==> src/rtl/ring_johnson_sequencer_pkg.sv <==
// ---------------------------------------------------------------------------
// ring_seq_pkg
// Shared types and constants for the ring/Johnson sequencer slice.
//   state_t       : sequencer FSM states (IDLE, RUN, DONE)
//   MODE_RING     : cmd_mode value selecting a plain left rotate
//   MODE_JOHNSON  : cmd_mode value selecting the twisted (Johnson) feedback
//   WIDTH_DEF     : default counter register width
//   CNT_W_DEF     : default width of the step count / steps_left
// ---------------------------------------------------------------------------
package ring_seq_pkg;

   localparam int   WIDTH_DEF    = 5;
   localparam int   CNT_W_DEF    = 8;

   localparam logic MODE_RING    = 1'b0;
   localparam logic MODE_JOHNSON = 1'b1;

   typedef enum logic [1:0] {
      IDLE = 2'd0,
      RUN  = 2'd1,
      DONE = 2'd2
   } state_t;

endpackage

==> src/rtl/ring_johnson_sequencer_if.sv <==
// ---------------------------------------------------------------------------
// ring_johnson_sequencer_if
// Command and status bundle between a lab controller (master) and the
// sequencer (slave).
//   cmd_valid/cmd_ready : command handshake
//   cmd_mode            : 0 = ring, 1 = Johnson
//   cmd_seed            : initial counter value
//   cmd_steps           : number of shift steps
//   abort               : terminate a run early
//   q, busy, done       : counter value, run in progress, completion pulse
//   steps_left, err     : remaining steps, illegal-seed flag
// ---------------------------------------------------------------------------
interface ring_johnson_sequencer_if
   import ring_seq_pkg::*;
#(
   parameter int WIDTH = WIDTH_DEF,
   parameter int CNT_W = CNT_W_DEF
);

   logic             cmd_valid;
   logic             cmd_ready;
   logic             cmd_mode;
   logic [WIDTH-1:0] cmd_seed;
   logic [CNT_W-1:0] cmd_steps;
   logic             abort;
   logic [WIDTH-1:0] q;
   logic             busy;
   logic             done;
   logic [CNT_W-1:0] steps_left;
   logic             err;

   modport master (
      output cmd_valid, cmd_mode, cmd_seed, cmd_steps, abort,
      input  cmd_ready, q, busy, done, steps_left, err
   );

   modport slave (
      input  cmd_valid, cmd_mode, cmd_seed, cmd_steps, abort,
      output cmd_ready, q, busy, done, steps_left, err
   );

endinterface

==> src/rtl/ring_johnson_sequencer_next.sv <==
// ---------------------------------------------------------------------------
// ring_johnson_next
// Combinational next-value function of the ring/Johnson shift counter.
//   i_cur  : current counter value
//   i_mode : MODE_RING rotates left, MODE_JOHNSON inverts the bit fed
//            from position 0 into position 1
//   o_next : value after one shift
// ---------------------------------------------------------------------------
module ring_johnson_next
   import ring_seq_pkg::*;
#(
   parameter int WIDTH = WIDTH_DEF
) (
   input  logic [WIDTH-1:0] i_cur,
   input  logic             i_mode,
   output logic [WIDTH-1:0] o_next
);

   always_comb begin
      o_next    = {i_cur[WIDTH-2:0], i_cur[WIDTH-1]};
      // The twist sits between bits 0 and 1, not at the wrap-around.
      o_next[1] = (i_mode == MODE_JOHNSON) ? ~i_cur[0] : i_cur[0];
   end

endmodule

==> src/rtl/ring_johnson_sequencer.sv <==
// ---------------------------------------------------------------------------
// ring_johnson_sequencer
// Command-driven controller for the ring/Johnson shift counter. A command
// loads the seed, shifts for cmd_steps clocks, then pulses done for one
// cycle. abort during a run returns to IDLE with q/steps_left frozen.
//   clk  : rising-edge clock
//   clr  : asynchronous active-low reset
//   bus  : ring_johnson_sequencer_if.slave (command + status)
// Optional build macro SEQ_ONEHOT_CHECK_EN: when defined, err flags a
// ring-mode seed that is not one-hot (sticky until next accept); when
// undefined err is tied low.
// ---------------------------------------------------------------------------
module ring_johnson_sequencer
   import ring_seq_pkg::*;
#(
   parameter int WIDTH = WIDTH_DEF,
   parameter int CNT_W = CNT_W_DEF
) (
   input  logic                      clk,
   input  logic                      clr,
   ring_johnson_sequencer_if.slave   bus
);

   state_t           r_state;
   state_t           w_state_nxt;
   logic [WIDTH-1:0] r_q;
   logic [WIDTH-1:0] w_q_shift;
   logic [CNT_W-1:0] r_steps;
   logic             r_mode;
   logic             r_err;
   logic             w_err_nxt;
   logic             w_accept;
   logic             w_shift;

   assign w_accept = bus.cmd_valid && (r_state == IDLE);
   // abort wins over the shift on the same edge.
   assign w_shift  = (r_state == RUN) && !bus.abort;

`ifdef SEQ_ONEHOT_CHECK_EN
   assign w_err_nxt = (bus.cmd_mode == MODE_RING) && !$onehot(bus.cmd_seed);
`else
   assign w_err_nxt = 1'b0;
`endif

   ring_johnson_next #(.WIDTH(WIDTH)) u_next (
      .i_cur  (r_q),
      .i_mode (r_mode),
      .o_next (w_q_shift)
   );

   // State register
   always_ff @(posedge clk or negedge clr) begin
      if (!clr) r_state <= IDLE;
      else      r_state <= w_state_nxt;
   end

   // Next-state logic
   always_comb begin
      w_state_nxt = r_state;
      case (r_state)
         IDLE: if (w_accept)
                  w_state_nxt = (bus.cmd_steps != '0) ? RUN : DONE;
         RUN:  if (bus.abort)
                  w_state_nxt = IDLE;
               else if (r_steps <= CNT_W'(1))
                  w_state_nxt = DONE;
         DONE: w_state_nxt = IDLE;
         default: w_state_nxt = IDLE;
      endcase
   end

   // Datapath registers: counter, remaining steps, latched mode, err
   always_ff @(posedge clk or negedge clr) begin
      if (!clr) begin
         r_q     <= '0;
         r_steps <= '0;
         r_mode  <= MODE_RING;
         r_err   <= 1'b0;
      end else if (w_accept) begin
         r_q     <= bus.cmd_seed;
         r_steps <= bus.cmd_steps;
         r_mode  <= bus.cmd_mode;
         r_err   <= w_err_nxt;
      end else if (w_shift) begin
         r_q <= w_q_shift;
         if (r_steps != '0) r_steps <= r_steps - CNT_W'(1);
      end
   end

   // Outputs
   always_comb begin
      bus.cmd_ready  = (r_state == IDLE);
      bus.busy       = (r_state == RUN);
      bus.done       = (r_state == DONE);
      bus.q          = r_q;
      bus.steps_left = r_steps;
      bus.err        = r_err;
   end

endmodule

==> src/flat_wrapper.sv <==
// flat-port wrapper written by rule: the top's interface ports become plain ports
module ring_johnson_sequencer_flat import ring_seq_pkg::*;
#(
   parameter int WIDTH = WIDTH_DEF,
   parameter int CNT_W = CNT_W_DEF
)
  (clk, clr, bus_cmd_valid, bus_cmd_mode, bus_cmd_seed, bus_cmd_steps, bus_abort, bus_cmd_ready, bus_q, bus_busy, bus_done, bus_steps_left, bus_err);
  ring_johnson_sequencer_if #(.WIDTH(WIDTH), .CNT_W(CNT_W)) bus_i ();
  input  logic clk;
  input  logic clr;
  input wire logic [$bits(bus_i.cmd_valid)-1:0] bus_cmd_valid;
  input wire logic [$bits(bus_i.cmd_mode)-1:0] bus_cmd_mode;
  input wire logic [$bits(bus_i.cmd_seed)-1:0] bus_cmd_seed;
  input wire logic [$bits(bus_i.cmd_steps)-1:0] bus_cmd_steps;
  input wire logic [$bits(bus_i.abort)-1:0] bus_abort;
  output wire logic [$bits(bus_i.cmd_ready)-1:0] bus_cmd_ready;
  output wire logic [$bits(bus_i.q)-1:0] bus_q;
  output wire logic [$bits(bus_i.busy)-1:0] bus_busy;
  output wire logic [$bits(bus_i.done)-1:0] bus_done;
  output wire logic [$bits(bus_i.steps_left)-1:0] bus_steps_left;
  output wire logic [$bits(bus_i.err)-1:0] bus_err;
  assign bus_i.cmd_valid = bus_cmd_valid;
  assign bus_i.cmd_mode = bus_cmd_mode;
  assign bus_i.cmd_seed = bus_cmd_seed;
  assign bus_i.cmd_steps = bus_cmd_steps;
  assign bus_i.abort = bus_abort;
  assign bus_cmd_ready = bus_i.cmd_ready;
  assign bus_q = bus_i.q;
  assign bus_busy = bus_i.busy;
  assign bus_done = bus_i.done;
  assign bus_steps_left = bus_i.steps_left;
  assign bus_err = bus_i.err;
  ring_johnson_sequencer #(.WIDTH(WIDTH), .CNT_W(CNT_W)) u_core (.clk(clk), .clr(clr), .bus(bus_i));
endmodule
==> config.mk <==
export PLATFORM = sky130hd
export DESIGN_NAME = ring_johnson_sequencer_flat
export DESIGN_NICKNAME = d
export VERILOG_FILES = /design/src/rtl/ring_johnson_sequencer_pkg.sv /design/src/rtl/ring_johnson_sequencer_if.sv /design/src/rtl/ring_johnson_sequencer_next.sv /design/src/rtl/ring_johnson_sequencer.sv /design/src/flat_wrapper.sv
export SDC_FILE = /design/constraint.sdc
export NUM_CORES = 1
export LEC_CHECK = 0
export CAP_MARGIN = 0
export CORE_MARGIN = 2
export CORE_UTILIZATION = 42
export CTS_CLUSTER_SIZE = 10
export DETAILED_ROUTE_END_ITERATION = 8
export PLACE_DENSITY_LB_ADDON = 0.12
export SLEW_MARGIN = 20
export SYNTH_ARGS = -nofsm -noshare
export SYNTH_HDL_FRONTEND = slang
export SYNTH_SLANG_ARGS = --single-unit
==> constraint.sdc <==
create_clock -name clk -period 2.15 [get_ports clk]
set_input_delay 0.3225 -clock clk [delete_from_list [all_inputs] [get_ports clk]]
set_output_delay 0.3225 -clock clk [all_outputs]
set_load 0.01 [all_outputs]
==> impl_metrics.tcl <==
set metrics [dict create \
    grt_setup_unrepaired "false" \
    max_cap_violations 0 \
    drc_errors 0 \
    synth_most_common_cell "nand2_1" \
    synth.top_cells.by_count "nand2_1 (18), dfrtp_1 (16), nor2_1 (11)" \
    p_int_uw 1050 \
    synth_cell_types 33 \
    critPathArrivalTime_ns 1.52 \
    outcome "finished clean" \
    clk_pin_slew_ns 0.10 \
    critPathRequiredTime_ns 1.83 \
    slowest_delay_ns 0.57 \
    synth-main-ff-cell "dfrtp_1" \
    antenna_found_initial 0 \
    synth-seq-cells 16 \
    cts_hold_buf 0 \
    fp.coreArea_um2 2000 \
    ant_nets 0 \
    cts_tree "yes" \
    power_uw 1770 \
    r2r_cells 4 \
    peakVddDrop_mv 0.888 \
    yosysTopAreaCellShare_pct 43.8 \
    hold_ws_ns 0.346 \
    tns_ns 0 \
    area_growth_syn_to_layout_pct 43.0 \
    hold_class "in2async" \
    synth_warnings 0 \
    initial_utilization_pct 45.6 \
    yosys.area.top_type "dfrtp_1" \
    switching_share_pct 40.3 \
    clk_latency_ns 0.29 \
    p_sw_uw 712 \
    drive_gt1_share_pct 11.3 \
    grt_pass1_wl_um 3870 \
    crit_fanout 7 \
    routed_wl_um 2260 \
    combPwrFrac_pct 55.2 \
    drt-initial-drc-count 17 \
    fin_util_pct 65.3 \
    p_leak_uw 0.000556 \
    h-tree-depth 1 \
    setup_viol 0 \
    die_w_um 50.6 \
    hold_viol_final 0 \
    cp-start-kind "flop" \
    io_pins 35 \
    path_class "reg2out" \
    syn_inst 97 \
    synth_area_leaders "dfrtp_1 (44%), nand2_1 (7.4%), nor2_1 (4.5%)" \
    async_flop_share_pct 100 \
    syn_nets 117 \
    fin_worst_skew_ns 0.00519 \
    routabilityCongestion 0.868 \
    synth_area_um2 913 \
    r2r_start "u_core.r_state[1]$_DFFE_PN0P_" \
    root_buffer "clkbuf_4" \
    hpwl_um 1790 \
    r2r-end "u_core.bus.steps_left[1]$_DFFE_PN0P_" \
    period_minus_slack_ns 1.85 \
    drt-wirelength-per-cell_um 14.2 \
    grt_pass1_vias 827 \
    via_count 877 \
    cp_cell_sequence "nor2_1 > clkdlybuf4s50_1" \
    placement.io_buffers 33 \
    groute.usage.overall_pct 20.1 \
    overflow 0 \
    firstDrtPassIters 4 \
    ctsResizeCount 0 \
    fmax_ghz 0.541 \
    endpoint_kind "output pin" \
    reg2reg_setup_slack_ns 0.44 \
    cp_top_family "buffers and inverters" \
    rows 16 \
    cts_setup_buffers 0 \
    seqPwrFrac_pct 35.7 \
    cts_buffers 3 \
    power.density_nw_per_um2 1350 \
    final_max_slew_viol_count 0 \
    fin_crit_sh_pct 85.9 \
    cp_num_buf_inv 1 \
    vias_per_cell 5.48 \
    clockBufferDepth 2 \
    clockPowerShare_pct 9.1 \
    postSynthAreaPerCell_um2 9.42 \
    cp_slowest_cell "clkdlybuf4s50_1" \
    synth-edff-count 0 \
    grt_max_degree 17 \
    cts_sinks 16 \
    fin_nets 155 \
    diodes 0 \
    ys_seq_area_share_pct 43.8 \
    dieHeight_um 50.6 \
    die_area_um2 2560 \
]
## power groups by stage
| stage | Clock, uW | Combinational, uW | Sequential (uW) |
|---|---|---|---|
| after floorplan | 0 | 514 | 635 |
| after global placement | 0 | 976 | 629 |
| after detailed placement | 0 | 983 | 638 |
| after CTS | 165 | 989 | 632 |
| after global routing | 174 | 1070 | 660 |
| final | 161 | 976 | 630 |
## cell families after synthesis
family          synth area share [%]
buf+inv                         4.24
fa+ha+maj                       2.74
xor+xnor                       0.959
mux                             1.10
compound gates                  20.0
simple gates                    26.7
other cells                    0.411
flops                           43.8
## worst max path at each step
stage,startpoint,end,cells past startpoint
final,u_core.r_state[1]$_DFFE_PN0P_,bus_cmd_ready,2
after global placement,bus_abort,u_core.bus.steps_left[1]$_DFFE_PN0P_,5
after floorplan,u_core.r_state[1]$_DFFE_PN0P_,u_core.bus.steps_left[1]$_DFFE_PN0P_,5
after CTS,u_core.r_state[1]$_DFFE_PN0P_,bus_cmd_ready,2
after global routing,u_core.r_state[1]$_DFFE_PN0P_,bus_cmd_ready,2
after detailed placement,bus_abort,u_core.bus.steps_left[0]$_DFFE_PN0P_,5
## per-layer routing
metal  up-vias  global-route usage, %  wire length, um
li1        429                      -                -
met1       422                   25.8             1010
met2        24                   34.2             1150
met3         2                   4.17               92
met4         0                   5.41               14
met5         -                      0                0
## sequential cells by signal, summed over array words and instances (netlist names)
register / flops
u_core.r_state: 2
u_core.r_mode: 1
u_core.bus.steps_left: 8
u_core.bus.q: 5
## per-stage QoR
stage / instance area, um2 / setup WS [ns] / std cells
5_1_grt: 1310 / 0.253 / 160
2_1_floorplan: 913 / 0.494 / 97
3_5_place_dp: 1280 / 0.162 / 157
3_3_place_gp: 1280 / 0.178 / 157
6_report: 1310 / 0.303 / 160
4_1_cts: 1310 / 0.292 / 160
## worst reg2reg max path, delay by kind of cell, from the launching register on
kind             cells  cell delay (ns)
AND/OR/NAND/NOR      2             0.61
flip-flops           1             0.48
AO/OA/AOI/OAI        2             0.52
## layout make-up
class	count	area, um2
clock buffer	3	22.5
fill	188	696
inverter	4	15.0
multi-input combinational	73	474
sequential	16	400
tap	27	33.8
timing repair buffer	37	360
## cell usage in the layout, fill, tap and decap left out
cell / instances
and2b_2: 2
inv_1: 4
dfrtp_1: 16
nor2_1: 11
o21a_1: 1
mux2i_1: 1
nor3b_2: 1
o21ai_0: 3
buf_4: 4
nor3_1: 3
o311ai_0: 2
ha_1: 2
and2_4: 1
a22oi_1: 5
o21bai_1: 1
o211ai_1: 1
a31o_1: 1
o221ai_1: 1
a221o_1: 4
clkdlybuf4s50_1: 33
a21oi_1: 2
and3_1: 2
clkbuf_4: 3
conb_1: 1
nand2_1: 18
o2111ai_2: 1
nor3b_4: 1
or4_1: 2
a211oi_1: 1
xnor2_1: 1
or3b_4: 1
or4_4: 1
nor4_1: 2
(Power assumes the default switching activity.)
